## src/rtl/q_timing_queue.sv

```systemverilog
// Timing/issue queue: replays decoder-pushed WAIT/EVENT entries onto a cycle-accurate
// timeline, turning EVENTs into one-cycle strobes on masked quantum channels.
module q_timing_lane #(
  parameter int OP_W  = 4,
  parameter int ARG_W = 8
) (
  input  logic             clk,
  input  logic             reset_n,
  input  logic             strobe,
  input  logic [OP_W-1:0]  op,
  input  logic [ARG_W-1:0] arg,
  output logic             out_valid,
  output logic [OP_W-1:0]  out_op,
  output logic [ARG_W-1:0] out_arg
);
  always_ff @(posedge clk or negedge reset_n) begin
    if (!reset_n) begin
      out_valid <= 1'b0;
      out_op    <= '0;
      out_arg   <= '0;
    end else begin
      out_valid <= strobe;
      if (strobe) begin
        out_op  <= op;
        out_arg <= arg;
      end
    end
  end
endmodule

module q_timing_queue #(
  parameter int NUM_CH = 4,
  parameter int DEPTH  = 8,
  parameter int TIME_W = 20,
  parameter int OP_W   = 4,
  parameter int ARG_W  = 8,
  localparam int CNT_W = $clog2(DEPTH+1),
  localparam int PTR_W = $clog2(DEPTH)
) (
  input  logic                    clk,
  input  logic                    reset_n,
  input  logic                    in_valid,
  output logic                    in_ready,
  input  logic                    in_kind,
  input  logic [TIME_W-1:0]       in_wait,
  input  logic [NUM_CH-1:0]       in_ch_mask,
  input  logic [OP_W-1:0]         in_op,
  input  logic [ARG_W-1:0]        in_arg,
  input  logic                    run,
  input  logic                    flush,
  output logic [NUM_CH-1:0]       out_valid,
  output logic [NUM_CH*OP_W-1:0]  out_op,
  output logic [NUM_CH*ARG_W-1:0] out_arg,
  output logic [CNT_W-1:0]        count,
  output logic [TIME_W-1:0]       timeline,
  output logic                    idle
);
  typedef struct packed {
    logic              kind;
    logic [TIME_W-1:0] wait_n;
    logic [NUM_CH-1:0] mask;
    logic [OP_W-1:0]   op;
    logic [ARG_W-1:0]  arg;
  } entry_t;

  typedef enum logic {S_IDLE, S_WAIT} state_t;

  entry_t            mem [DEPTH];
  entry_t            head;
  state_t            state;
  logic [PTR_W-1:0]  wr_ptr, rd_ptr;
  logic [TIME_W-1:0] wait_cnt;
  logic              empty, full, push, pop, fire;

  assign head     = mem[rd_ptr];
  assign empty    = (count == '0);
  assign full     = (count == CNT_W'(DEPTH));
  assign in_ready = !full && !flush;
  assign push     = in_valid && in_ready;
  assign pop      = !flush && run && (state == S_IDLE) && !empty;
  assign fire     = pop && head.kind;
  assign idle     = (state == S_IDLE) && empty && (out_valid == '0);

  always_ff @(posedge clk) begin
    if (push) mem[wr_ptr] <= '{kind: in_kind, wait_n: in_wait, mask: in_ch_mask, op: in_op, arg: in_arg};
  end

  always_ff @(posedge clk or negedge reset_n) begin
    if (!reset_n) begin
      wr_ptr   <= '0;
      rd_ptr   <= '0;
      count    <= '0;
      state    <= S_IDLE;
      wait_cnt <= '0;
      timeline <= '0;
    end else if (flush) begin
      wr_ptr   <= '0;
      rd_ptr   <= '0;
      count    <= '0;
      state    <= S_IDLE;
      wait_cnt <= '0;
      timeline <= '0;
    end else begin
      if (push) wr_ptr <= (wr_ptr == PTR_W'(DEPTH-1)) ? '0 : wr_ptr + PTR_W'(1);
      if (pop)  rd_ptr <= (rd_ptr == PTR_W'(DEPTH-1)) ? '0 : rd_ptr + PTR_W'(1);
      case ({push, pop})
        2'b10:   count <= count + CNT_W'(1);
        2'b01:   count <= count - CNT_W'(1);
        default: ;
      endcase
      if (run) timeline <= timeline + TIME_W'(1);
      // The pop cycle is the first slot of a WAIT; wait_cnt holds the WAIT-state
      // slots left after the next one, so WAIT 0/1 never leave IDLE.
      case (state)
        S_IDLE: if (pop && !head.kind && head.wait_n > TIME_W'(1)) begin
          wait_cnt <= head.wait_n - TIME_W'(2);
          state    <= S_WAIT;
        end
        S_WAIT: if (run) begin
          if (wait_cnt == '0) state <= S_IDLE;
          else                wait_cnt <= wait_cnt - TIME_W'(1);
        end
        default: state <= S_IDLE;
      endcase
    end
  end

  for (genvar c = 0; c < NUM_CH; c++) begin : g_lane
    q_timing_lane #(.OP_W(OP_W), .ARG_W(ARG_W)) u_lane (
      .clk       (clk),
      .reset_n   (reset_n),
      .strobe    (fire && head.mask[c]),
      .op        (head.op),
      .arg       (head.arg),
      .out_valid (out_valid[c]),
      .out_op    (out_op[c*OP_W +: OP_W]),
      .out_arg   (out_arg[c*ARG_W +: ARG_W])
    );
  end
endmodule

```

## config.mk

```make
export PLATFORM = sky130hd
export DESIGN_NAME = q_timing_queue
export DESIGN_NICKNAME = d
export VERILOG_FILES = /design/src/rtl/q_timing_queue.sv
export SDC_FILE = /design/constraint.sdc
export NUM_CORES = 1
export LEC_CHECK = 0
export CAP_MARGIN = 20
export CORE_UTILIZATION = 25
export CTS_CLUSTER_SIZE = 14
export DETAILED_ROUTE_END_ITERATION = 7
export SYNTH_ARGS = -nofsm -noshare
export SYNTH_HDL_FRONTEND = slang
export SYNTH_HIERARCHICAL = 1
export SYNTH_SLANG_ARGS = --single-unit
export TNS_END_PERCENT = 30
```

## constraint.sdc

```tcl
create_clock -name clk -period 15.7 [get_ports clk]
set_clock_uncertainty 0.2 [all_clocks]
set_input_delay 2.355 -clock clk [delete_from_list [all_inputs] [get_ports clk]]
set_output_delay 2.355 -clock clk [all_outputs]
set_load 0.02 [all_outputs]
```

# After elaboration in Yosys (flattened, before gate mapping)
# Memories as Yosys holds them, arrays and structs flattened.
# Cells that the tools add are included.
# word_totals
reg_bits,103
ramBits,296
inputBits,42
output_inout_bits,78
wordCells,84
memories,1
# op_classes
n_addsub,7
order_cmp,1
eq_ne,8
n_mux,22
bitwise_logic,1
n_reduce_logical,26
# mem_list
name,words,width,rd,rd_ports_with_merged_regs,wr,line_no,source
mem,8,37,1,0,1,68,entry_t mem [DEPTH];
# op_table
cell,n
20-bit 2-to-1 mux,6
20-bit case mux with 2 select lines,1
20-bit by 1-bit adder with 20-bit output (second input constant),1
20-bit by 1-bit greater-than comparator with 1-bit output (second input constant),1
20-bit zero test,1
20-bit by 1-bit subtractor with 20-bit output (second input constant),1
20-bit by 2-bit subtractor with 20-bit output (second input constant),1
3-bit 2-to-1 mux,6
1-bit logical AND,14
4-bit zero test,2
4-bit case mux with 2 select lines,1
3-bit by 1-bit adder with 3-bit output (second input constant),2
3-bit == test (second input constant),2
1-bit 2-to-1 mux,6
3-bit inequality test (second input constant),2
2-bit nonzero test,3
4-bit by 1-bit adder with 4-bit output (second input constant),1
4-bit == test (second input constant),1
1-bit zero test,4
4-bit 2-to-1 mux,1
4-bit by 1-bit subtractor with 4-bit output (second input constant),1
3-bit by 2-bit inequality test with 1-bit output (second input constant),1
3-bit AND reduction,1
3-bit nonzero test,1
4 further kinds,4

# Depth between registers and ports, before layout
# Gate-level depths: netlist (run 1).
# depth
word_depth,9
depth_mapped,13
ltp_nobuf,12

# Hierarchy
# The synthesis (run 1) kept the hierarchy.
# by_module_without_submodules
mod,n_inst,cells_per_inst,area_per_inst_um2,seq_area_each_um2
q_timing_queue,1,838,14601.5,10164.7
q_timing_lane,4,26,509.2,325.3

# Worst setup path before layout (run 1)
# OpenSTA, ideal clock, no wires.
# synth_path
path_kind,input-to-reg
start,in in_valid
end,mem mem[2][0] (netlist bit) (enable)
setup_time_ps,537
arrival_time_ps,6914
required_ps,14963
path_slack_ps,8049
path_stages,5
path_buffers,2
cell_sequence,inv_1 > a211o_1 > clkbuf_1 > clkbuf_1 > nor4b_1
# synth_between
elab_chain_len,3
# synth_lines
element,line_no,source
"start, declared",42,"input logic in_valid,"
1-bit logical AND,79,assign push = in_valid && in_ready;
1-bit 2-to-1 mux,85,"if (push) mem[wr_ptr] <= '{kind: in_kind, wait_n: in_wait, mask: in_ch_mask, op: in_op, arg: in_arg};"
1-bit 2-to-1 mux (not written as such),85,
"end, declared",68,
# Every way passes these cells.

# Worst setup path after layout (run 1)
# layout_path
start,in flush
end,out in_ready
# layout_between
elab_chain_len,2
# layout_lines
element,line_no,source
"start, declared",50,"input logic flush,"
1-bit zero test,78,assign in_ready = !full && !flush;
1-bit logical AND,78,
"end, declared",43,"output logic in_ready,"
# Every way passes these cells.

==> results.md, run 1 <==
- Status: complete, no violations
- Most common cell after layout, fill and taps aside: edfxtp_1
- Slew @ Worst Pin: 1.05 ns
- Layout cell share with drive strength beyond 1: 0.235
- WHS Endpoint: g_lane[3].u_lane/out_arg[1]$_DFFE_PN0P_
- Placed insts: 1,896
- DP Worst Slack: 9.24 ns
- Post-cts sizing count: 0
- Drt drc: 0
- Critical Path Fanout Max: 41
- Clk sinks: 399
- VDD IR-drop max: 0.0655 mV
- Routability cong.: 0.812
- Chip height: 260 um
- Top routing layer in use: met5
- Clk slew on worst S/H paths: 0.06 ns
- Row count: 94
- Ports: 120
- Power Total: 3220 uW
- Register bit total from synthesis: 399
- Synth-to-Final Area Change: 21.6%
- Half-perimeter wire length after placement: 23.1 mm
- Routed vias: 8,915
- Largest net degree at the start of global routing: 66
- Total gr overflow: 0
- Lkg Pwr: 0.00678 uW
- Final Hold Viols: 0
- Register area share after synthesis: 0.689
- DR pass1 iterations: 5
- Syn_area_per_cell: 17.7 sq um
- RSZ-0062 raised after global routing: false
- Reg2Reg Capture Point: wait_cnt[4]$_DFFE_PN0P_
- Drt via density: 4.52
- Global-route wire length before repair: 57.9 mm
- WHS: 0.310 ns
- Die footprint: 67,600 sq um
- Synth warnings: 6
- Initial DRC count: 511
- Total Wirelength: 38.2 mm
- Setup Fix Bufs, Post-CTS: 0
- Fillers: 6,419
- DR WL/cell: 19.3 um
- Root buf cell: clkbuf_16
- CP required: 13.15 ns
- Max transition margin: 0.301
- Max frequency: 154 MHz
- Netlist cell types: 62
- EDFF count, synth: 296
- Startpoint types: primary input
- Ys async rst share: 0.258
- Setup crit end kind: primary output
- Post-Syn Nets: 994
- Core area: 65,900 sq um
- Worst R2R Setup Slack: 10.95 ns
- # setup viols final: 0
- CTS buffer count: 42
- Main synth FF type: edfxtp_1
- H-tree depth: 2
- Hold crit path type: reg2reg
- Finished Layout Cells: 1,974
- Setup TNS: 0 ns
- Wl on met1: 15.7 mm
- R2r startpoint: rd_ptr[0]$_DFFE_PN0P_
- CTS tree: built
- Starting Density: 0.253
- Number of global-route vias before repair: 9,395
- Min-delay src: g_lane[3].u_lane/out_arg[1]$_DFFE_PN0P_
- Worst-case reg-to-reg path depth: 9
- Post-CTS Hold Buffers: 0
- WL met2: 18.4 mm
- # port buffers: 119
- WL met3: 2.98 mm
- Cell count after synthesis: 942
- Fin. max-slew vios: 0
- CP Data Arrival Time: 3.92 ns
- CTS Buffer Depth: 3
- Worst-skew pair later-pin latency: 0.56 ns
- Max Cap Violations: 0
- Min Tclk post-route: 6.48 ns
- Mapped Area: 16,600 sq um
- Most frequent cells in the layout: 296 x edfxtp_1, 118 x clkdlybuf4s50_1, 100 x dfrtp_1, 74 x mux4_2, 44 x clkbuf_16
- Nets: 1,129
- Die Width: 260 um
- Final critical-path share of the clock period: 0.413
- Initial antenna violation count: 9
- Setup CP Type: in2out
- GRT Total Usage: 0.113
- Post-route ant nets: 0
- Setup ws final: 9.22 ns
- WHS Path Cells: 1
- Power density over cell area: 159 nW/um^2
==> Yosys cell counts, types with 14 or more instances <==
library cell  number  area share
edfxtp_1         296        0.53
dfrtp_1          103        0.15
mux4_2            74        0.10
nor2_1            44      0.0099
mux2_4            41       0.037
nand2_1           40      0.0090
o21ai_0           26      0.0078
nand3_1           25      0.0075
mux2_2            23       0.016
mux2i_1           19       0.011
a21oi_1           18      0.0054
nor3_1            17      0.0051
xor2_1            17      0.0089
buf_1             14      0.0032
nand4_1           14      0.0053
xnor2_1           14      0.0074
==> power breakdown <==
group	switching [uW]	leakage (uW)	total [uW]	internal, uW
sequential	108	0.00401	1350	1240
clock	414	0.000689	993	579
combinational	452	0.00208	875	422
total	974	0.00678	3220	2240
==> sequential cells by signal, summed over array words and instances, names as in the netlist <==
name and cells:
rd_ptr 3, wait_cnt 20, g_lane.u_lane/out_arg 32, count 4, state 1, wr_ptr 3
mem 296, g_lane.u_lane/out_valid 4, g_lane.u_lane/out_op 16, timeline 20
==> cell type report <==
| cell class | instances | area, sq um | share of cell area |
|---|---|---|---|
| Clock inverter | 22 | 180 | 0.00891 |
| Timing Repair Buffer | 135 | 1310 | 0.0647 |
| Sequential cell | 399 | 11500 | 0.567 |
| Antenna cell | 1 | 2.50 | 0.000124 |
| Inverter | 13 | 48.8 | 0.00241 |
| Clock buffer | 54 | 1210 | 0.0598 |
| Multi-Input combinational cell | 486 | 4920 | 0.243 |
| Tap cell | 864 | 1080 | 0.0534 |
==> how the worst max path moves through the flow <==
stage / startpoint / endpoint / slack (ns) / cells after the start
floorplan: in_valid / mem[2][0]$_DFFE_PP_ / 8.05 / 5
global placement: flush / in_ready / 9.27 / 4
detailed placement: flush / in_ready / 9.24 / 4
CTS: flush / in_ready / 9.23 / 4
global route: flush / in_ready / 9.15 / 4
finish: flush / in_ready / 9.22 / 4
==> per-layer routing <==
metal  vias to the layer above  global-route usage
met4                        16              0.0408
met3                        70              0.0386
li1                       3994                   -
met1                      4601               0.138
met2                       234               0.183
met5                         -                   0
==> stage by stage <==
stage | area [sq um] | util
final | 20200 | 0.307
after detailed placement | 18800 | 0.286
after global placement | 18800 | 0.286
after CTS | 20200 | 0.307
after floorplan | 16600 | -
after global routing | 20200 | 0.307
==> critical path, stage by stage <==
cell and delay (ns):
clkdlybuf4s50_1 0.40, buf_4 0.27, a21oi_1 0.24, clkdlybuf4s50_1 0.65
==> cells by family after synthesis <==
group | Yosys count | share of synthesized area
flops | 399 | 0.689
mux | 167 | 0.174
simple gates | 189 | 0.0610
buf+inv | 57 | 0.0184
compound gates | 89 | 0.0332
xor+xnor | 31 | 0.0163
fa+ha+maj | 10 | 0.00797
(Power assumes the default switching activity.)
==> run 2, diff against run 1 <==
Clock period 15.7 ns to 6.1 ns, I/O delays scaled along.
==> results.md, run 2 (synthesis gave the netlist of run 1 again) <==
- Status: complete, no violations (unchanged)
- Max frequency: 233 MHz
- Layout cell share with drive strength beyond 1: 0.228 (was 0.235)
- Slew @ Worst Pin: 1.02 ns (was 1.05 ns)
- Total Wirelength: 37.6 mm (was 38.2 mm)
- Met2 Use GR: 0.170 (was 0.183)
- Largest registers: mem: 296 flops, g_lane.u_lane/out_arg: 32 flops (unchanged)
- Max FFs per register: 296 (unchanged)
- Max Cap Violations: 0 (unchanged)
- Total gr overflow: 0 (unchanged)
- DP Worst Slack: 1.59 ns (was 9.24 ns)
- CP Data Arrival Time: 4.48 ns (was 3.92 ns)
- Ports: 120 (unchanged)
- Power density over cell area: 408 nW/um^2 (was 159 nW/um^2)
- Largest Register: mem (unchanged)
- Initial DRC count: 793 (was 511)
- Setup crit end kind: flop (was primary output)
- Clk slew on worst S/H paths: 0.06 ns (about the same)
- Post-route ant nets: 0 (unchanged)
- DR WL/cell: 19.0 um (was 19.3 um)
- Clk sinks: 399 (unchanged)
- Global-route wire length before repair: 57.5 mm (was 57.9 mm)
- # setup viols final: 0 (unchanged)
- Critical Path Fanout Max: 35 (was 41)
- # port buffers: 119 (unchanged)
- CTS Buffer Depth: 3 (unchanged)
- Reg2Reg Capture Point: wait_cnt[0]$_DFFE_PN0P_ (was wait_cnt[4]$_DFFE_PN0P_)
- Nets: 1,130 (was 1,129)
- Max stage delay on crit path: 0.88 ns (was 0.65 ns)
- Finished Layout Cells: 1,977 (was 1,974)
- Initial antenna violation count: 8 (was 9)
- GR Util met3: 0.0263 (was 0.0386)
- Half-perimeter wire length after placement: 23.3 mm (was 23.1 mm)
- Setup CP Type: reg2reg (was in2out)
- Number of global-route vias before repair: 9,094 (was 9,395)
- Setup ws final: 1.81 ns (was 9.22 ns)
- Worst-skew pair later-pin latency: 0.57 ns (was 0.56 ns)
- Routed vias: 8,863 (was 8,915)
- Fin util: 0.307 (about the same)
- Worst R2R Setup Slack: 1.81 ns (was 10.95 ns)
- Routability cong.: 0.787 (was 0.812)
- RSZ-0062 raised after global routing: false (unchanged)
- Power Total: 8230 uW (was 3220 uW)
- Hold crit path type: in2async (was reg2reg)
- Chip height: 260 um (unchanged)
- Row count: 94 (unchanged)
- Post-CTS Hold Buffers: 0 (unchanged)
- H-tree depth: 2 (unchanged)
- CP required: 6.29 ns (was 13.15 ns)
- WHS: 0.0776 ns (was 0.310 ns)
- Min Tclk post-route: 4.29 ns
- VDD IR-drop max: 0.219 mV (was 0.0655 mV)
- Root buf cell: clkbuf_16 (unchanged)
- Met1 GRT Util: 0.159 (was 0.138)
- Worst-case reg-to-reg path depth: 7 (was 9)
- Fin. max-slew vios: 0 (unchanged)
- DR pass1 iterations: 5 (unchanged)
- Most frequent cells in the layout: 296 x edfxtp_1, 118 x clkdlybuf4s50_1, 100 x dfrtp_1, 74 x mux4_2, 43 x clkbuf_16 (was 296 x edfxtp_1, 118 x clkdlybuf4s50_1, 100 x dfrtp_1, 74 x mux4_2, 44 x clkbuf_16)
- GRT Total Usage: 0.112 (was 0.113)
- Lkg Pwr: 0.00675 uW (was 0.00678 uW)
- Most common cell after layout, fill and taps aside: edfxtp_1 (unchanged)
- Drt via density: 4.48 (was 4.52)
- Final Hold Viols: 0 (unchanged)
- CP cell instances: mux4_2 > mux2i_1 > nand4_4 > nor3_4 > a31oi_2 > a21oi_1 > o22ai_1 (was clkdlybuf4s50_1 > buf_4 > a21oi_1 > clkdlybuf4s50_1)
- Starting Density: 0.253 (unchanged)
- Post-cts sizing count: 0 (unchanged)
- Layer carrying the most global-route usage: met2 (unchanged)
- Largest net degree at the start of global routing: 74 (was 66)
- Fillers: 6,424 (was 6,419)
- Die Width: 260 um (unchanged)
- Max transition margin: 0.317 (was 0.301)
- Placed insts: 1,897 (was 1,896)
- Core area: 65,900 sq um (unchanged)
- CTS tree: built (unchanged)
- R2r startpoint: rd_ptr[0]$_DFFE_PN0P_ (unchanged)
- Final critical-path share of the clock period: 0.704
- Drt drc: 0 (unchanged)
- Startpoint types: flop (was primary input)
- CP max stage cell: dfrtp_4 (was clkdlybuf4s50_1)
- Antenna fix cells: 0 (was 1)
- Synth-to-Final Area Change: 21.4% (was 21.6%)
- Die footprint: 67,600 sq um (unchanged)
- CTS buffer count: 43 (was 42)
- Setup Fix Bufs, Post-CTS: 0 (unchanged)
==> run 2: worst max-delay path by stage <==
stage / from / end / slack [ns]
finish: rd_ptr[0]$_DFFE_PN0P_ / wait_cnt[0]$_DFFE_PN0P_ / 1.81
global route: rd_ptr[0]$_DFFE_PN0P_ / wait_cnt[17]$_DFFE_PN0P_ / 1.58
CTS: rd_ptr[0]$_DFFE_PN0P_ / wait_cnt[0]$_DFFE_PN0P_ / 1.76
detailed placement: flush / g_lane[0].u_lane/out_arg[7]$_DFFE_PN0P_ / 1.59
global placement: flush / g_lane[0].u_lane/out_arg[7]$_DFFE_PN0P_ / 1.72
floorplan: in_valid / mem[4][0]$_DFFE_PP_ / -0.10
==> run 2: area by class of cell <==
type | count | area (sq um) | area share
repair buffers | 135 | 1310 | 0.0648
multi-input cells | 486 | 4930 | 0.244
well taps | 864 | 1080 | 0.0535
clock buffers | 57 | 1150 | 0.0569
inverters | 13 | 48.8 | 0.00242
clock inverters | 23 | 205 | 0.0102
flip-flops and latches | 399 | 11500 | 0.568
==> run 2: through the flow <==
stage	instance area, sq um	setup TNS (ns)
3_5_place_dp	18800	0
2_1_floorplan	16600	-3.80
5_1_grt	20200	0
6_report	20200	0
3_3_place_gp	18800	0
4_1_cts	20200	0
==> run 2: critical path, delay by kind of cell, from the launching register on <==
family / cells / cell delay, ns
AOI/OAI and AO/OA: 3 / 1.27
DFF: 1 / 0.88
muxes: 2 / 1.16
and+or+nand+nor: 2 / 0.58
==> run 2: where the power goes <==
group,switching (uW),internal (uW),leakage (uW),total (uW)
logic,1130,1090,0.00208,2210
registers,326,3200,0.00401,3530
clock network,1070,1420,0.000659,2490
total,2520,5710,0.00675,8230
==> run 2: metal layers <==
metal / part of all wire / vias up / wire [um]
li1: - / 4007 / -
met2: 0.46 / 242 / 17200
met3: 0.061 / 60 / 2300
met5: 0.0013 / - / 50
met4: 0.020 / 8 / 742
met1: 0.46 / 4546 / 17400
